[src/rtl/s2_pkg.sv]
// Shared constants and state type for the RB2 serial frame receiver.
package s2_pkg;
  localparam int ADDR_W     = 3;
  localparam int DATA_W     = 18;
  localparam int FRAMES     = 8;
  localparam int FRAME_BITS = ADDR_W + DATA_W;

  typedef enum logic [1:0] {
    IDLE,
    RECV,
    DONE
  } s2_state_t;
endpackage

[src/rtl/sipo_shifter.sv]
// Serial-in/parallel-out frame register with a saturating 5-bit bit counter.
module sipo_shifter #(
  parameter int WIDTH = 21
) (
  input  logic             clk,
  input  logic             rst,
  input  logic             shift_en,
  input  logic             clear,
  input  logic             sd,
  output logic [WIDTH-1:0] shift_q,
  output logic [4:0]       bitcnt
);

  always_ff @(posedge clk or negedge rst) begin
    if (!rst) begin
      shift_q <= '0;
      bitcnt  <= '0;
    end else if (clear) begin
      shift_q <= '0;
      bitcnt  <= '0;
    end else if (shift_en) begin
      // Overlong frames naturally keep only the last WIDTH bits.
      shift_q <= {shift_q[WIDTH-2:0], sd};
      if (bitcnt != 5'd31)
        bitcnt <= bitcnt + 5'd1;
    end
  end

endmodule

[src/rtl/serial_frame_rx.sv]
// Deserialises sen/sd frames (address then data, MSB first) into RB2 write pulses.
// Optional length check and sticky frame_err port: define S2_FRAME_CHECK_EN.
//
// state | meaning
// IDLE  | waiting for sen=0; first low sample shifts in the first bit
// RECV  | shifting bits; sen=1 ends the frame and triggers the RB2 write
// DONE  | FRAMES frames written; S2_done held, link ignored until reset
module serial_frame_rx
  import s2_pkg::*;
#(
  parameter int ADDR_W = s2_pkg::ADDR_W,
  parameter int DATA_W = s2_pkg::DATA_W,
  parameter int FRAMES = s2_pkg::FRAMES
) (
  input  logic              clk,
  input  logic              rst,
  input  logic              sen,
  input  logic              sd,
  output logic              RB2_RW,
  output logic [ADDR_W-1:0] RB2_A,
  output logic [DATA_W-1:0] RB2_D,
  output logic              S2_done
`ifdef S2_FRAME_CHECK_EN
  , output logic            frame_err
`endif
);

  localparam int NBITS = ADDR_W + DATA_W;
  localparam int FCW   = $clog2(FRAMES + 1);

  s2_state_t        state;
  logic [FCW-1:0]   frcnt;
  logic [NBITS-1:0] shift_q;
  logic [4:0]       bitcnt;
  logic             shift_en;
  logic             clear;
  logic             accept;

  assign shift_en = !sen && (state == IDLE || state == RECV);
  assign clear    = sen && (state == RECV);

`ifdef S2_FRAME_CHECK_EN
  assign accept = (bitcnt == 5'(NBITS));
`else
  assign accept = (bitcnt != 5'd0);
`endif

  sipo_shifter #(.WIDTH(NBITS)) u_sipo (
    .clk      (clk),
    .rst      (rst),
    .shift_en (shift_en),
    .clear    (clear),
    .sd       (sd),
    .shift_q  (shift_q),
    .bitcnt   (bitcnt)
  );

  always_ff @(posedge clk or negedge rst) begin
    if (!rst) begin
      state     <= IDLE;
      frcnt     <= '0;
      RB2_RW    <= 1'b1;
      RB2_A     <= '0;
      RB2_D     <= '0;
      S2_done   <= 1'b0;
`ifdef S2_FRAME_CHECK_EN
      frame_err <= 1'b0;
`endif
    end else begin
      // Write strobe is a single-cycle pulse; the default re-arms it.
      RB2_RW <= 1'b1;
      case (state)
        IDLE: begin
          if (!sen)
            state <= RECV;
        end
        RECV: begin
          if (sen) begin
            if (accept) begin
              RB2_A  <= shift_q[NBITS-1:DATA_W];
              RB2_D  <= shift_q[DATA_W-1:0];
              RB2_RW <= 1'b0;
              frcnt  <= frcnt + 1'b1;
              state  <= (frcnt == FCW'(FRAMES - 1)) ? DONE : IDLE;
            end else begin
`ifdef S2_FRAME_CHECK_EN
              frame_err <= 1'b1;
`endif
              state <= IDLE;
            end
          end
        end
        DONE: begin
          S2_done <= 1'b1;
        end
        default: state <= IDLE;
      endcase
    end
  end

endmodule

[config.mk]
export PLATFORM = sky130hd
export DESIGN_NAME = serial_frame_rx
export DESIGN_NICKNAME = d
export VERILOG_FILES = /design/src/rtl/s2_pkg.sv /design/src/rtl/sipo_shifter.sv /design/src/rtl/serial_frame_rx.sv
export SDC_FILE = /design/constraint.sdc
export NUM_CORES = 1
export LEC_CHECK = 0
export CAP_MARGIN = 20
export CORE_MARGIN = 1.5
export CORE_UTILIZATION = 60
export DETAILED_ROUTE_END_ITERATION = 6
export DONT_BUFFER_PORTS = 1
export PLACE_DENSITY = 0.83
export SKIP_CTS_REPAIR_TIMING = 1
export SLEW_MARGIN = 10
export SYNTH_ARGS = -nofsm -noshare
export SYNTH_HDL_FRONTEND = slang
export SYNTH_SLANG_ARGS = --single-unit
[constraint.sdc]
create_clock -name clk -period 2.5 [get_ports clk]
set_clock_uncertainty 0.05 [all_clocks]
set_input_delay 0.5 -clock clk [delete_from_list [all_inputs] [get_ports clk]]
set_output_delay 0.5 -clock clk [all_outputs]
set_load 0.05 [all_outputs]
Word-level counts from Yosys, hierarchy flattened
Index checks and enable logic that the tools add are counted.
{"block": "op_classes", "n_eq_ne": 6, "reduce_logical": 11, "bitwise_logic": 1, "muxes": 13, "n_addsub": 2}
{"op": "$mux W21", "n": 2}
{"op": "$mux W5", "n": 3}
{"op": "$mux W2", "n": 4}
{"op": "$pmux W2 S3", "n": 1}
{"op": "$reduce_and A3 Y1", "n": 2}
{"op": "$add A5 B1 Y5 const B", "n": 1}
{"op": "$ne A5 B5 Y1 const B", "n": 1}
{"op": "$reduce_bool A5 Y1", "n": 1}
{"op": "$add A4 B1 Y4 const B", "n": 1}
{"op": "$eq A4 B3 Y1 const B", "n": 1}
{"op": "$ne A2 B2 Y1 const B", "n": 2}
{"op": "$reduce_bool A2 Y1", "n": 2}
{"op": "$mux W1", "n": 3}
{"op": "$eq A2 B1 Y1 const B", "n": 1}
{"op": "$eq A2 B2 Y1 const B", "n": 1}
{"op": "$logic_and A1 B1 Y1", "n": 2}
{"op": "$logic_not A2 Y1", "n": 1}
{"op": "$reduce_and A2 Y1", "n": 1}
{"op": "$logic_not A1 Y1", "n": 1}
{"op": "$logic_or A1 B1 Y1", "n": 1}
{"op": "$not A1 Y1", "n": 1}
{"block": "word_totals", "ff_bits": 55, "input_bits": 4, "out_inout_bits": 23, "wordCells": 41}

Logic depth before layout (Yosys ltp)
{"block": "depth", "ltp_word": 5, "depth_mapped": 6, "depth_no_buf": 6}

By module
Synthesis repeated with hierarchy kept, for this count alone.
{"block": "unflattened", "cells_unflattened": 165, "area_unflattened_um2": 2242.2}
{"mod": "serial_frame_rx", "seq_area_each_um2": 726.9, "n_inst": 1, "area_per_inst_um2": 1136.1, "cells_each": 71}
{"mod": "sipo_shifter", "seq_area_each_um2": 650.6, "n_inst": 1, "area_per_inst_um2": 1106.1, "cells_each": 94}

Least setup slack after synthesis
OpenSTA, ideal clock, no wires.
{"block": "synth_path", "path_type": "register to register", "startpoint": "register u_sipo.bitcnt[0]", "endpoint": "register u_sipo.bitcnt[3]", "setup_ps": 78, "required_ps": 2372, "t_arrival_ps": 1753, "path_slack_ps": 620, "stages_incl_launch_ff": 7, "period_less_slack_ps": 1880, "path_buffers": 0, "cell_sequence": "dfrtp_1 ha_1 and3_2 ha_1 nand4b_1 or4_1 a21boi_1"}
{"block": "synth_via", "elab_chain_cells": 4, "elab_cells_between_ends": 7, "cone_classes": "add/sub (1); eq/ne (1); mux (3); reduce/logical (2)"}
{"item": "start: declaration", "line": "sipo_shifter.sv:11", "rtl": "output logic [4:0] bitcnt"}
{"item": "start signal: assignment", "line": "sipo_shifter.sv:25", "rtl": "bitcnt <= bitcnt + 5'd1;"}
{"item": "$add A5 B1 Y5", "line": "sipo_shifter.sv:25"}
{"item": "$mux W5", "line": "sipo_shifter.sv:24", "rtl": "if (bitcnt != 5'd31)"}
{"item": "$mux W5", "line": "sipo_shifter.sv:21", "rtl": "end else if (shift_en) begin"}
{"item": "$mux W5", "line": "sipo_shifter.sv:18", "rtl": "end else if (clear) begin"}
Parallel ways exist; a longest one is shown, timed or not. The select of a mux whose other input is x is not followed.
A chain may end at the register's enable or synchronous reset.

Final worst setup path
Ends and elaborated chain as after synthesis.

==> tab_implementation.tex <==
\begin{tabular}{lr}
\hline
Metric & Value \\
\hline
\multicolumn{2}{l}{\textbf{Status}} \\
\quad Result of the run & complete, but fails checks \\
\quad Violated checks & negative hold slack \\
\multicolumn{2}{l}{\textbf{Clocking}} \\
\quad Clock input transition at the sequential cells of the worst setup and hold paths & 90 ps \\
\quad Worst-Skew Late Latency & 300 ps \\
\quad Buffer levels on the longest clock path & 2 \\
\quad Htree depth & 2 \\
\quad CTS buffer count & 5 \\
\quad CTS tree & done \\
\quad Sink Count & 55 \\
\quad Root buf cell & clkbuf\_8 \\
\multicolumn{2}{l}{\textbf{Logic synthesis}} \\
\quad Share of synthesized registers carrying an async set or reset & 1.000 \\
\quad Number of flops mapped to enable cells by yosys & 0 \\
\quad Synth warn & 0 \\
\quad Per-instance average area after synthesis & 15.43 µm² \\
\quad Number of nets in the synthesized netlist & 154 \\
\quad Syn Std Cell Area & 2253 µm² \\
\quad Post-synthesis sequential area ratio & 0.6113 \\
\quad Primary flip-flop cell chosen by synthesis mapping & dfrtp\_1 \\
\quad Flip-flop and latch count after synthesis & 55 \\
\quad Cell types with the largest area share after synthesis & dfrtp\_1 60\%, mux2\_4 11\%, a22o\_1 8.2\%, mux2\_2 2.5\%, ha\_1 2.2\% \\
\quad Count of unique library cells instantiated by Yosys & 34 \\
\quad Cells after synthesis & 146 \\
\quad Top cell type's share of synthesized area & 0.5997 \\
\quad Cell type contributing the most total cell area after synthesis & dfrtp\_1 \\
\multicolumn{2}{l}{\textbf{STA}} \\
\quad RSZ-0062 raised after global routing & no \\
\quad Endpoints failing setup & 0 \\
\quad TNS Setup & 0 ps \\
\quad Hold\_ws & -5.779 ps \\
\quad Final clock period utilization by the worst path & 0.8400 \\
\quad Post-layout minimum cycle time & 2100 ps \\
\quad Fmax achieved & 0.4762 GHz \\
\quad Number of max-slew violations in the final report & 0 \\
\quad Worst Max-Slew Pin Slew & 510.9 ps \\
\quad Fin. Hold Viols & 1 \\
\quad Setup ws final & 400.0 ps \\
\quad Worst slew margin & 0.6594 \\
\multicolumn{2}{l}{\textbf{Detailed routing}} \\
\quad Vias per std cell & 6.146 \\
\quad \# DRC & 0 \\
\quad Via count & 1217 \\
\quad Detailed-routing iteration count for the pre-antenna-repair pass & 4 \\
\quad Detailed Route Iter0 Violations & 76 \\
\quad Final antenna-violating net count & 0 \\
\quad Routed wire length & 3808 µm \\
\quad Detail-routed net length per standard cell & 19.23 µm \\
\multicolumn{2}{l}{\textbf{Global route}} \\
\quad GRT overflow & 0 \\
\quad Initial antenna violation count & 0 \\
\quad Aggregate global-route resource usage & 0.2024 \\
\quad Largest net degree at the start of global routing & 56 \\
\quad Via count of the first global-routing pass & 1251 \\
\quad Global-route wire length before repair & 6299 µm \\
\multicolumn{2}{l}{\textbf{Die}} \\
\quad Floorplan die area & 4133 µm² \\
\quad Core area & 3633 µm² \\
\quad Die height & 64.29 µm \\
\quad Placement row count & 22 \\
\quad \# IOs & 27 \\
\quad Width of the chip & 64.29 µm \\
\quad Starting density of the core & 0.6202 \\
\multicolumn{2}{l}{\textbf{Power and ir drop}} \\
\quad Switching Share & 0.3075 \\
\quad Sequential share of power & 0.571 \\
\quad Pwr dens & 882.1 nW/µm² \\
\quad Relative contribution of combinational cells to total power & 0.154 \\
\quad Clock network fraction of total power & 0.274 \\
\quad Largest voltage drop on the vdd net & 0.5665 mV \\
\quad Int Power & 1.490 mW \\
\quad Switching power of the nets & 661.5 µW \\
\quad Cell leakage power & 1.193 nW \\
\multicolumn{2}{l}{\textbf{Place}} \\
\quad Post-Place Setup Slack & 464.3 ps \\
\quad Area post-placement & 2293 µm² \\
\quad Routability cong. & 0.7206 \\
\quad Estimated wirelength of the detail-placed design & 2470 µm \\
\quad Number of port buffers & 0 \\
\multicolumn{2}{l}{\textbf{Final layout}} \\
\quad Nets & 157 \\
\quad Most frequent standard cell in the layout excluding fill and tap cells & dfrtp\_1 \\
\quad Share of cells above drive strength 1 & 0.2667 \\
\quad Most frequent cells in the layout & 54 x dfrtp\_1, 21 x a22o\_1, 17 x mux2\_4, 6 x clkbuf\_8, 5 x mux2\_2 \\
\quad Fill cells & 274 \\
\quad Synthesis-to-layout area growth & 8.218\% \\
\quad Number of diodes added for antenna fixing & 0 \\
\quad Design area & 2439 µm² \\
\multicolumn{2}{l}{\textbf{Worst setup path}} \\
\quad CP Capture Type & register \\
\quad Highest-delay cell along the critical path & dfrtp\_1 \\
\quad Critical path required time & 2680 ps \\
\quad CP max stage delay & 460 ps \\
\quad Maximum fanout encountered on the critical timing path & 7 \\
\quad Startpoint class of the critical path & register \\
\quad Data arrival time of the critical path & 2280 ps \\
\quad Critical path, cell by cell & ha\_1 > and3\_2 > ha\_1 > nand4b\_1 > or4\_1 > a21boi\_1 \\
\quad Cell mode on critical path & ha\_1 \\
\quad Startpoint-to-endpoint class of the critical path & reg2reg \\
\multicolumn{2}{l}{\textbf{Job}} \\
\quad Max-cap check violation count & 0 \\
\multicolumn{2}{l}{\textbf{Min path}} \\
\quad Class of the most critical hold timing path & in2async \\
\hline
\end{tabular}
[per-layer routing]
metal / vias to the layer above / GRT usage / part of all wire
met5: - / 0 / 0
met4: 0 / 0.06383 / 0.0074
met3: 5 / 0.06338 / 0.045
met2: 28 / 0.3177 / 0.50
met1: 647 / 0.2715 / 0.45
li1: 537 / - / -
[worst paths after layout]
check	start	endpoint	slack, ps	cells after the start
worst min-delay path	rst	u_sipo.bitcnt[2]	-6	1
worst max-delay path	u_sipo.bitcnt[0]	u_sipo.bitcnt[3]	400	6
worst min register to register	u_sipo.shift_q[20]	u_sipo.shift_q[20]	460	1
worst max register to register	u_sipo.bitcnt[0]	u_sipo.bitcnt[3]	400	6
min in group clk	sen	u_sipo.bitcnt[4]	220	1
max in group asynchronous	rst	RB2_RW	2130	1
[final cells by class]
cell class                      count  area [µm²]  share of cell area
Tap cell                           48       60.06             0.02463
Sequential cell                    55        1378              0.5649
Clock buffer                        6       82.58             0.03386
Inverter                            4       15.01            0.006157
Clock inverter                      2       35.03             0.01437
Multi-Input combinational cell     79       805.8              0.3304
Timing Repair Buffer                4       62.56             0.02565
[power groups by stage]
stage	clock, mW	combinational [mW]	sequential [mW]
5_1_grt	0.635	0.363	1.24
3_3_place_gp	0	0.291	1.23
2_1_floorplan	0	0.268	1.21
3_5_place_dp	0	0.315	1.24
6_report	0.590	0.332	1.23
4_1_cts	0.607	0.316	1.23
[through the flow]
stage	power [mW]	hold WS (ps)	utilization	cells
after floorplan	1.482	154.4	-	146
after global placement	1.524	156.2	0.6312	189
after detailed placement	1.560	156.0	0.6312	189
after CTS	2.150	-175.5	0.6636	197
after global routing	2.238	5.912	0.6711	198
final	2.151	-5.779	0.6711	198
[synth_stat cells, drive strengths merged, types with 2 or more instances]
cell and count:
dfrtp 54, mux2 22, a22o 21, buf 5, ha 4, inv 4
nor2 4, o2bb2ai 4, clkbuf 3, nor2b 3, a22oi 2, nor3 2
or2 2, xor2 2
[state kept, by name (all words and copies together), names as in the netlist]
signal          cells
RB2_A               3
RB2_D              18
RB2_RW              1
S2_done             1
frcnt               4
state               2
u_sipo.bitcnt       5
u_sipo.shift_q     21
[worst max-delay path, delay by kind of cell (launching register included)]
kind | cells | cell delay (ps)
simple gates | 3 | 870
compound gates | 1 | 140
fa+ha+maj | 2 | 510
flops | 1 | 460
[cells by family after synthesis]
logic type               count (synthesis)  share of synthesized area
AO/OA/AOI/OAI                           31                     0.1172
XOR/XNOR                                 3                    0.01166
adder cells (fa/ha/maj)                  4                    0.02221
buffers and inverters                   12                    0.03109
flip-flops                              55                     0.6113
multiplexers                            23                     0.1427
AND/OR/NAND/NOR                         18                    0.06386
(Power assumes the default switching activity.)
